==> config.mk <==
export PLATFORM = sky130hd
export DESIGN_NAME = irq_request_latch
export DESIGN_NICKNAME = d
export VERILOG_FILES = /design/src/rtl/irq_request_latch.sv
export SDC_FILE = /design/constraint.sdc
export NUM_CORES = 1
export LEC_CHECK = 0
export ABC_AREA = 1
export CAP_MARGIN = 10
export CORE_MARGIN = 2
export CORE_UTILIZATION = 44
export CTS_CLUSTER_DIAMETER = 100
export DETAILED_ROUTE_END_ITERATION = 6
export GPL_TIMING_DRIVEN = 0
export PLACE_DENSITY_LB_ADDON = 0.1
export SLEW_MARGIN = 20
export SYNTH_ARGS = -nofsm -noshare
export SYNTH_HDL_FRONTEND = slang
export SYNTH_SLANG_ARGS = --single-unit
==> constraint.sdc <==
create_clock -name clk -period 1.04 [get_ports clk]
set_input_delay 0.208 -clock clk [delete_from_list [all_inputs] [get_ports clk]]
set_output_delay 0.208 -clock clk [all_outputs]
set_load 0.05 [all_outputs]
==> src/rtl/irq_request_latch.sv <==
// Front end of the 3-line priority encoder: synchronises raw requests, latches edges into
// pending bits, masks them and presents the highest-priority one over a valid/ready handshake.
module irq_request_latch #(
    parameter int unsigned SYNC_STAGES = 2,
    parameter bit          EDGE_MODE   = 1'b1
) (
    input  logic       clk,
    input  logic       rst_n,
    input  logic [2:0] req_i,
    input  logic [2:0] mask_i,
    output logic [1:0] code_o,
    output logic       code_valid_o,
    input  logic       code_ready_i,
    output logic [2:0] pending_o,
    output logic       overflow_o,
    input  logic       clr_ovf_i
);

    typedef enum logic [0:0] {StIdle, StPresent} state_e;

    logic [SYNC_STAGES-1:0][2:0] sync_q;
    logic [2:0] sreq;
    logic [2:0] hreq_q;
    logic [2:0] rise;
    logic [2:0] pend_q;
    logic [2:0] pend_d;
    logic [2:0] clr;
    logic [2:0] elig;
    logic [1:0] enc;
    logic       ovf_q;
    logic       ovf_d;
    logic       accept;
    state_e     state_q;
    logic [1:0] code_q;
    logic       valid_q;

    // Stage 0 samples the raw line; the last stage is the metastability-safe copy.
    always_ff @(posedge clk or negedge rst_n) begin
        if (!rst_n) begin
            sync_q <= '0;
            hreq_q <= 3'b000;
        end else begin
            sync_q <= {sync_q[SYNC_STAGES-2:0], req_i};
            hreq_q <= sreq;
        end
    end

    assign sreq   = sync_q[SYNC_STAGES-1];
    assign rise   = sreq & ~hreq_q;
    assign accept = valid_q & code_ready_i;
    assign elig   = pend_q & mask_i;

    always_comb begin
        clr = 3'b000;
        if (EDGE_MODE && accept) begin
            case (code_q)
                2'b01:   clr = 3'b001;
                2'b10:   clr = 3'b010;
                2'b11:   clr = 3'b100;
                default: clr = 3'b000;
            endcase
        end
    end

    // A rise coinciding with the retiring accept re-arms the bit without flagging overflow.
    always_comb begin
        if (EDGE_MODE) begin
            pend_d = (pend_q & ~clr) | rise;
            ovf_d  = (|(rise & pend_q & ~clr)) | (ovf_q & ~clr_ovf_i);
        end else begin
            pend_d = sreq;
            ovf_d  = 1'b0;
        end
    end

    always_comb begin
        if (elig[2]) begin
            enc = 2'b11;
        end else if (elig[1]) begin
            enc = 2'b10;
        end else if (elig[0]) begin
            enc = 2'b01;
        end else begin
            enc = 2'b00;
        end
    end

    always_ff @(posedge clk or negedge rst_n) begin
        if (!rst_n) begin
            pend_q <= 3'b000;
            ovf_q  <= 1'b0;
        end else begin
            pend_q <= pend_d;
            ovf_q  <= ovf_d;
        end
    end

    // Once presented, the code is frozen until accepted; the return through idle gives the bubble.
    always_ff @(posedge clk or negedge rst_n) begin
        if (!rst_n) begin
            state_q <= StIdle;
            code_q  <= 2'b00;
            valid_q <= 1'b0;
        end else begin
            case (state_q)
                StIdle: begin
                    if (elig != 3'b000) begin
                        code_q  <= enc;
                        valid_q <= 1'b1;
                        state_q <= StPresent;
                    end
                end
                StPresent: begin
                    if (code_ready_i) begin
                        code_q  <= 2'b00;
                        valid_q <= 1'b0;
                        state_q <= StIdle;
                    end
                end
                default: begin
                    code_q  <= 2'b00;
                    valid_q <= 1'b0;
                    state_q <= StIdle;
                end
            endcase
        end
    end

    assign code_o       = code_q;
    assign code_valid_o = valid_q;
    assign pending_o    = pend_q;
    assign overflow_o   = ovf_q;

endmodule
==> qor.csv <==
metric,value,unit
fp.dieW,42.0,um
synth_cells,66,
r2r_start,code_o[0],
yosysSeqAreaShare,67.1,%
synth_xor_area_share,0,%
arrival,0.89,ns
path_cells,buf_6,
worstSetupPathType,flop to output pin,
drt_pass1_iterations,4,
crit_slowest_cell,dfrtp_2,
hold_buffers,0,
final_cells,106,
path_max_fanout,4,
synthesis.nets,76,
maxCapViolCount,0,
cts_buffers,3,
yosys_warnings,0,
clkSlewWorstSetupHoldPaths,0.10,ns
grt.total_usage,16.0,%
hold_path_class,primary input to async pin,
drive_above_1_share,33.0,%
netlist_area,634,sq um
std_cell_rows,13,
cp_top_family,flip-flops,
synth_compound_gate_area_share,4.34,%
final_net_count,102,
timing.hold.ws,-0.0429,ns
p_seq_share,35.2,%
synthMuxAreaShare,0,%
grt_pass1_vias,468,
n_antenna_cell,0,
hold_viol_final,17,
design_area,926,sq um
worst-r2r-setup-slack,-0.01,ns
clock-skew-final,0.00860,ns
max_freq,0.908,GHz
switching_power,1.18,mW
io_buffers,16,
clkLatencyLatePin,0.29,ns
placed_area,821,sq um
routedWlPerCell,11.7,um
setup_tns,-0.275,ns
internal-power,1.54,mW
rsz0062_at_grt,true,
grt_pass1_wl,2060,um
cp-start-kind,flop,
ant_nets,0,
synth_top_family_by_area,simple AND/OR/NAND/NOR gates,
grt_start_max_net_pins,18,
pre_cts_ws,-0.367,ns
crit_cells,1,
post-place-cells,97,
timing.final.ws_setup,-0.0613,ns
cpPeakStageDelay,0.44,ns
clkPwrFrac,12.7,%
synthAdderAreaFrac,0,%
leakage,0.450,nW
avgSynthCellArea,9.61,sq um
syn_to_final_growth,46.0,%
grt-ovfl-total,0,
finalCritPeriodShare,106,%
status,"complete, but fails checks",
synth-seq-cells,17,
p_per_area,2940,nW/um^2
initial_utilization,48.1,%
slew_viol_final,0,
r2r_end,overflow_o,
cts_root_buf,clkbuf_4,
cp.required,0.83,ns
avgViaCountPerCell,4.87,
cts_tree,done,
netSwitchingFraction,43.4,%
fp.dieH,42.0,um
cts.sinks,17,
ff2ff_path_depth,7,
htreeDepth,1,
num_vias,516,
finalSetupViolations,8,
cp-end-kind,output pin,
detail_route.wirelength,1240,um
gp_congestion,0.729,
slew_headroom,50.8,%
finalCriticalPeriod,1.10,ns
antenna_found_initial,0,
tightest_slew,0.737,ns
initialDrtViolationCount,6,
drc,0,
violations,"negative hold slack, negative setup slack",
critical_path_buf_inv_count,1,
ir_drop,1.45,mV
synth_cell_types,10,
yosys.area_share.simple,24.5,%
io-pin-count,17,
coreArea,1320,sq um
die-area,1760,sq um
p_comb_share,52.1,%
cts_buffer_depth,2,
hpwl,786,um
==> state kept, by name, summed over array words and instances (netlist names) <==
name / cells
code_valid_o: 1
overflow_o: 1
pending_o: 3
state_q: 1
hreq_q: 3
code_o: 2
sreq: 3
sync_q: 3
==> power by group through the flow <==
| stage | logic, mW | clock network, mW | registers [mW] |
|---|---|---|---|
| final | 1.42 | 0.347 | 0.960 |
| after global routing | 1.52 | 0.394 | 0.979 |
| after CTS | 1.33 | 0.360 | 0.949 |
| after detailed placement | 1.09 | 0 | 1.01 |
| after global placement | 1.08 | 0 | 0.998 |
| after floorplan | 0.312 | 0 | 1.40 |
==> kinds of logic after synthesis <==
| logic type | Yosys count |
|---|---|
| simple gates | 37 |
| buf+inv | 7 |
| flops | 17 |
| compound gates | 5 |
==> synthesized netlist by cell type <==
master	count	area, sq um
dfrtp_1	17	425
inv_1	7	26.3
nand2_1	19	71.3
nand2_2	1	6.26
nand3_1	5	25.0
nand4_1	2	12.5
nor2_1	9	33.8
nor2_2	1	6.26
o211ai_1	1	7.51
o21ai_0	4	20.0
==> cells in the final DEF, fill, tap and decap left out <==
master / netlist / routed
nand2_1: 19 / 15
dfrtp_1: 17 / 11
buf_6: 0 / 9
nor2_1: 9 / 8
clkdlybuf4s50_1: 0 / 8
inv_1: 7 / 6
dfrtp_2: 0 / 6
nand2_2: 1 / 4
nand3_1: 5 / 4
o21ai_0: 4 / 3
clkbuf_4: 0 / 3
buf_4: 0 / 3
nor2_2: 1 / 2
nand4_1: 2 / 2
inv_2: 0 / 1
o21ai_1: 0 / 1
nand3_2: 0 / 1
nand2_4: 0 / 1
o211ai_1: 1 / 1
clkbuf_1: 0 / 1
dlymetal6s2s_1: 0 / 1
==> worst max path at each step <==
stage | to | slack (ns) | startpoint
3_3_place_gp | code_o[0] | -0.36 | code_o[0]
6_report | pending_o[2] | -0.06 | pending_o[2]
4_1_cts | pending_o[2] | -0.07 | pending_o[2]
2_1_floorplan | overflow_o | 0.003 | code_valid_o
3_5_place_dp | code_o[0] | -0.37 | code_o[0]
5_1_grt | overflow_o | -0.10 | code_o[0]
==> final cells by class <==
class | count | area (sq um)
clock buffers | 4 | 26.3
fillers | 113 | 392
inverters | 7 | 26.3
multi-input cells | 42 | 205
flip-flops and latches | 17 | 433
well taps | 15 | 18.8
repair buffers | 21 | 216
==> per-layer routing <==
layer / routed length (um) / track usage, % / vias to the layer above / share of wire (%)
li1: - / - / 255 / -
met1: 538 / 20.2 / 243 / 43
met2: 601 / 23.4 / 14 / 49
met3: 63 / 4.31 / 4 / 5.1
met4: 35 / 11.6 / 0 / 2.8
met5: 0 / 0 / - / 0
==> stage by stage <==
| step | utilization (%) | total power [mW] |
|---|---|---|
| floorplan | - | 1.71 |
| global placement | 62.3 | 2.08 |
| detailed placement | 62.3 | 2.09 |
| CTS | 68.0 | 2.64 |
| global route | 70.3 | 2.89 |
| finish | 70.3 | 2.73 |
==> what timing repair did <==
item,CTS,global route
pin swaps,0,5
setup buffers,5,0
resized for setup,50,11
endpoints found under the setup margin,7,19
No activity file was read; power rests on OpenSTA's default activity.
